<file path="src/rtl/uart_byte_tx.sv">
// UART byte transmitter: start bit, 8 data bits LSB first, optional parity, 1 or 2 stop bits.
// One byte is accepted per strobe while idle; strobes during a frame are dropped.
module uart_byte_tx #(
   parameter int unsigned CLK_FREQ  = 50_000_000,
   parameter int unsigned BAUD      = 115200,
   parameter int unsigned PARITY    = 0,
   parameter int unsigned STOP_BITS = 1
) (
   input  logic       clk,
   input  logic       rst_n,
   input  logic [7:0] tx_din,
   input  logic       tx_din_vld,
   output logic       tx_busy,
   output logic       tx
);

   localparam int unsigned BAUD_DIV = CLK_FREQ / BAUD;
   localparam int unsigned CNT_W    = (BAUD_DIV > 2) ? $clog2(BAUD_DIV) : 1;
   localparam int unsigned BIT_W    = 3;

   // Configuration sanity checks, raised during elaboration
   if (BAUD_DIV < 2) begin : g_bad_baud_div
      $error("uart_byte_tx: BAUD_DIV=CLK_FREQ/BAUD must be at least 2");
   end
   if (PARITY > 2) begin : g_bad_parity
      $error("uart_byte_tx: PARITY must be 0, 1 or 2");
   end
   if ((STOP_BITS < 1) || (STOP_BITS > 2)) begin : g_bad_stop_bits
      $error("uart_byte_tx: STOP_BITS must be 1 or 2");
   end

   typedef enum logic [2:0] {
      IDLE  = 3'd0,
      START = 3'd1,
      DATA  = 3'd2,
      PAR   = 3'd3,
      STOP  = 3'd4
   } state_t;

   state_t             state_q, state_d;
   logic [CNT_W-1:0]   baud_q, baud_d;
   logic [BIT_W-1:0]   bit_q, bit_d;
   logic [7:0]         shift_q, shift_d;
   logic               par_q, par_d;
   logic               tx_q, tx_d;
   logic               busy_q, busy_d;
   logic               wrap_c;
   logic               par_bit_c;

   assign wrap_c    = (baud_q == CNT_W'(BAUD_DIV - 1));
   assign par_bit_c = (PARITY == 1) ? ~(^tx_din) : (^tx_din);

   // State and datapath registers
   always_ff @(posedge clk or negedge rst_n) begin
      if (!rst_n) begin
         state_q <= IDLE;
         baud_q  <= '0;
         bit_q   <= '0;
         shift_q <= '0;
         par_q   <= 1'b0;
         tx_q    <= 1'b1;
         busy_q  <= 1'b0;
      end else begin
         state_q <= state_d;
         baud_q  <= baud_d;
         bit_q   <= bit_d;
         shift_q <= shift_d;
         par_q   <= par_d;
         tx_q    <= tx_d;
         busy_q  <= busy_d;
      end
   end

   // Next-state and next-output logic; tx_d is the value of the line for the next cycle
   always_comb begin
      state_d = state_q;
      baud_d  = baud_q;
      bit_d   = bit_q;
      shift_d = shift_q;
      par_d   = par_q;
      tx_d    = tx_q;

      if (state_q != IDLE) begin
         baud_d = wrap_c ? '0 : baud_q + CNT_W'(1);
      end

      case (state_q)
         IDLE: begin
            tx_d   = 1'b1;
            baud_d = '0;
            bit_d  = '0;
            if (tx_din_vld) begin
               state_d = START;
               shift_d = tx_din;
               par_d   = par_bit_c;
               tx_d    = 1'b0;
            end
         end
         START: begin
            if (wrap_c) begin
               state_d = DATA;
               tx_d    = shift_q[0];
            end
         end
         DATA: begin
            if (wrap_c) begin
               if (bit_q == BIT_W'(7)) begin
                  bit_d = '0;
                  if (PARITY != 0) begin
                     state_d = PAR;
                     tx_d    = par_q;
                  end else begin
                     state_d = STOP;
                     tx_d    = 1'b1;
                  end
               end else begin
                  bit_d   = bit_q + BIT_W'(1);
                  shift_d = {1'b0, shift_q[7:1]};
                  tx_d    = shift_q[1];
               end
            end
         end
         PAR: begin
            if (wrap_c) begin
               state_d = STOP;
               tx_d    = 1'b1;
            end
         end
         STOP: begin
            tx_d = 1'b1;
            if (wrap_c) begin
               if (bit_q == BIT_W'(STOP_BITS - 1)) begin
                  state_d = IDLE;
                  bit_d   = '0;
               end else begin
                  bit_d = bit_q + BIT_W'(1);
               end
            end
         end
         default: begin
            state_d = IDLE;
            tx_d    = 1'b1;
         end
      endcase

      busy_d = (state_d != IDLE);
   end

   // Combinational term blocks a second strobe on the acceptance edge
   assign tx_busy = busy_q | ((state_q == IDLE) & tx_din_vld);
   assign tx      = tx_q;

endmodule

</file>
<file path="config.mk">
export PLATFORM = sky130hd
export DESIGN_NAME = uart_byte_tx
export DESIGN_NICKNAME = d
export VERILOG_FILES = /design/src/rtl/uart_byte_tx.sv
export SDC_FILE = /design/constraint.sdc
export NUM_CORES = 1
export LEC_CHECK = 0
export BUFFER_PORTS_ARGS = -buffer_cell sky130_fd_sc_hd__buf_4
export CAP_MARGIN = 15
export CORE_MARGIN = 5
export CORE_UTILIZATION = 48
export CTS_CLUSTER_SIZE = 16
export DETAILED_ROUTE_END_ITERATION = 7
export PLACE_DENSITY = 0.67
export SLEW_MARGIN = 20
export SYNTH_ARGS = -nofsm -noshare
export SYNTH_HDL_FRONTEND = slang
export SYNTH_SLANG_ARGS = --single-unit
</file>
<file path="constraint.sdc">
create_clock -name clk -period 3.3 [get_ports clk]
set_input_delay 0.165 -clock clk [delete_from_list [all_inputs] [get_ports clk]]
set_output_delay 0.165 -clock clk [all_outputs]
set_load 0.01 [all_outputs]
</file>
==> impl_metrics.py <==
metrics = {
    "outcome": {
        "status": "finished clean",
    },
    "sta": {
        "fin_hold_ws_ns": 0.111,
        "max_freq_ghz": 0.435,
        "setup_viol": 0,
        "slew_violations": 0,
        "hold_viol_final": 0,
        "tightest_slew_ns": 0.802,
        "min_period_over_period_pct": 69.7,
        "max-slew-margin-rel_pct": 46.4,
        "tns_ns": 0,
        "grt_setup_unrepaired": "false",
        "clock_skew_ns": 0.0172,
        "fin_ws_ns": 1.00,
        "fin_crit_ns": 2.30,
    },
    "critical_path": {
        "crit_chain": "nor3b_1 -> a22oi_1 -> a21oi_4 -> mux2_2",
        "endpoint_kind": "flop",
        "cpPeakStageDelay_ns": 0.71,
        "criticalPathCategory": "reg -> reg",
        "slowest_stage": "nor3b_1",
        "crit_required_ns": 3.51,
        "critPathBufInv": 0,
        "critPathLaunchType": "flop",
        "cp_max_fo": 13,
        "cpLargestDelayFamily": "simple AND/OR/NAND/NOR gates",
        "crit_arrival_ns": 2.51,
    },
    "cells_and_area": {
        "final-seq-area_um2": 627,
        "final_common_cell": "dfrtp_1",
        "num_antenna_cells": 0,
        "finish.instance_area_mm2": 0.00153,
        "final_cells": 172,
        "layout_common_cells": "24 x dfrtp_1, 14 x nor2_1, 14 x mux2_2",
        "drive_gt1_share_pct": 27.0,
        "multi_input_area_um2": 698,
        "fillerInstances": 244,
        "area_growth_pct": 10.7,
        "final_nets": 158,
    },
    "logic_synthesis": {
        "yosys.area_share.xor_xnor_pct": 3.18,
        "synth_nets": 144,
        "synthCells": 128,
        "ys_seq_area_share_pct": 45.5,
        "synth_simple_gate_area_share_pct": 17.6,
        "synth_top_area_cell": "dfrtp_1",
        "synth_top_family_by_area": "simple AND/OR/NAND/NOR gates",
        "synthFlopType": "dfrtp_1",
        "synth-async-reset-ratio_pct": 100,
        "synth_seq_cells": 25,
        "synth_top_area_share_pct": 43.6,
        "synth.distinct_cells": 41,
        "syn-cell-area_mm2": 0.00138,
        "ys_top_cells_by_area": "dfrtp_1 44%, mux2_2 11%, ha_1 4.5%",
        "avgSynthCellArea_um2": 10.8,
        "synth_fa_ha_area_share_pct": 4.54,
        "synthMuxAreaShare_pct": 12.2,
        "synth_edf_count": 0,
        "synth_compound_area_share_pct": 13.2,
        "ys_warn_count": 0,
    },
    "clocking": {
        "root_buffer": "clkbuf_4",
        "cts_hold_buf": 1,
        "postCtsSetupBuffers": 0,
        "cts-htree-levels": 1,
        "clk_path_buf_depth": 2,
        "cts.clk_slew.worst_paths_ns": 0.16,
        "clk_latency_ns": 0.32,
        "cts_sinks": 25,
        "cts_tree": "yes",
        "numCtsBuffers": 3,
        "cts.repair.resized": 0,
    },
    "run": {
        "maxCapViolations": 0,
    },
    "grt": {
        "antenna_found_initial": 0,
        "grt_pass1_wl_mm": 4.50,
        "grt_overflow": 0,
        "grt_usage_pct": 13.4,
        "grt_max_degree": 26,
        "grt_pass1_vias": 1001,
    },
    "hold_path": {
        "hold_path.class": "in -> reg",
    },
    "placement": {
        "dp_slack_ns": 1.07,
        "dpl_cell_area_mm2": 0.00148,
        "place_congestion": 0.827,
        "dpl.hpwl_mm": 1.89,
        "dp.cells": 167,
        "portBuffers": 12,
    },
    "route": {
        "drt-wirelength-per-cell_um": 14.8,
        "ant_nets": 0,
        "drt_iter0_drc": 23,
        "route.top_layer_used": "met4",
        "via_per_inst": 5.80,
        "vias": 998,
        "wl_met2_mm": 1.23,
        "drt-met1-wl_mm": 1.19,
        "dr.pass1.iters": 4,
        "routed_wl_mm": 2.54,
        "wl_met3_um": 106,
        "route.detailed.drc": 0,
    },
    "die": {
        "dieArea_mm2": 0.00404,
        "core_mm2": 0.00276,
        "io_pins": 13,
        "initial_utilization_pct": 50.0,
        "num_rows": 19,
        "dieWidth_um": 63.6,
        "die_y_um": 63.6,
    },
    "pwr": {
        "power.density_mw_per_mm2": 479,
        "p_leak_nw": 0.650,
        "ir_drop_mv": 0.290,
    },
}
==> logic make-up after synthesis <==
family                   Yosys count
multiplexers                      15
adder cells (fa/ha/maj)            5
AND/OR/NAND/NOR                   41
XOR/XNOR                           5
buffers and inverters             11
flip-flops                        25
AO/OA/AOI/OAI                     26
==> state kept, by name, summed over array words and instances, names as in the netlist <==
name and count:
baud_q 9, tx 1, busy_q 1, state_q 3, bit_q 3, shift_q 8
==> layout make-up <==
type                            count  area share, %
Clock inverter                      1          0.574
Multi-Input combinational cell     92           45.8
Clock buffer                        3           1.48
Inverter                            6           1.48
Sequential cell                    25           41.1
Timing Repair Buffer               14           7.05
Tap cell                           31           2.54
==> cell usage after synthesis (all sizes together) (2+ instances only) <==
| cell | count |
|---|---|
| a21oi | 6 |
| a22o | 2 |
| a22oi | 2 |
| and3 | 2 |
| clkbuf | 5 |
| dfrtp | 24 |
| ha | 5 |
| inv | 6 |
| mux2 | 14 |
| nand2 | 3 |
| nand2b | 2 |
| nand3 | 4 |
| nand4b | 2 |
| nor2 | 14 |
| nor3 | 3 |
| nor3b | 2 |
| o21ai | 7 |
| o22ai | 2 |
| or2 | 2 |
| or3 | 3 |
| xnor2 | 3 |
| xor2 | 2 |
==> path summary, 6_finish.rpt <==
check	startpoint	end	slack (ns)	cells past startpoint
hold reg to reg	shift_q[5]	shift_q[5]	0.52	1
setup reg to reg	state_q[1]	shift_q[1]	1.0	4
hold / removal	tx_din[7]	shift_q[7]	0.11	3
max in group asynchronous	rst_n	tx	2.74	2
min in group asynchronous	rst_n	baud_q[8]	0.25	2
setup / recovery	state_q[1]	shift_q[1]	1.0	4
==> report_power, final <==
part	total, mW	switching [mW]	internal [mW]
Combinational	0.159	0.0690	0.0903
Clock	0.148	0.0985	0.0492
Sequential	0.423	0.0513	0.372
==> per-stage QoR <==
stage | utilization, % | power (mW)
finish | 55.3 | 0.730
CTS | 55.3 | 0.740
global route | 55.3 | 0.783
detailed placement | 53.8 | 0.592
global placement | 53.8 | 0.578
floorplan | - | 0.529
==> per-layer routing <==
layer / GRT usage [%] / up-vias
li1: - / 486
met2: 21.7 / 17
met5: 0 / -
met4: 2.34 / 0
met3: 3.20 / 2
met1: 18.4 / 493
==> worst reg2reg max path: cells and delay by family, from the launching register on <==
family,cells,cell delay [ns]
AOI/OAI and AO/OA,2,0.53
DFF,1,0.58
muxes,1,0.37
and+or+nand+nor,1,0.71
Note: power is estimated with default switching activity, not from simulation.
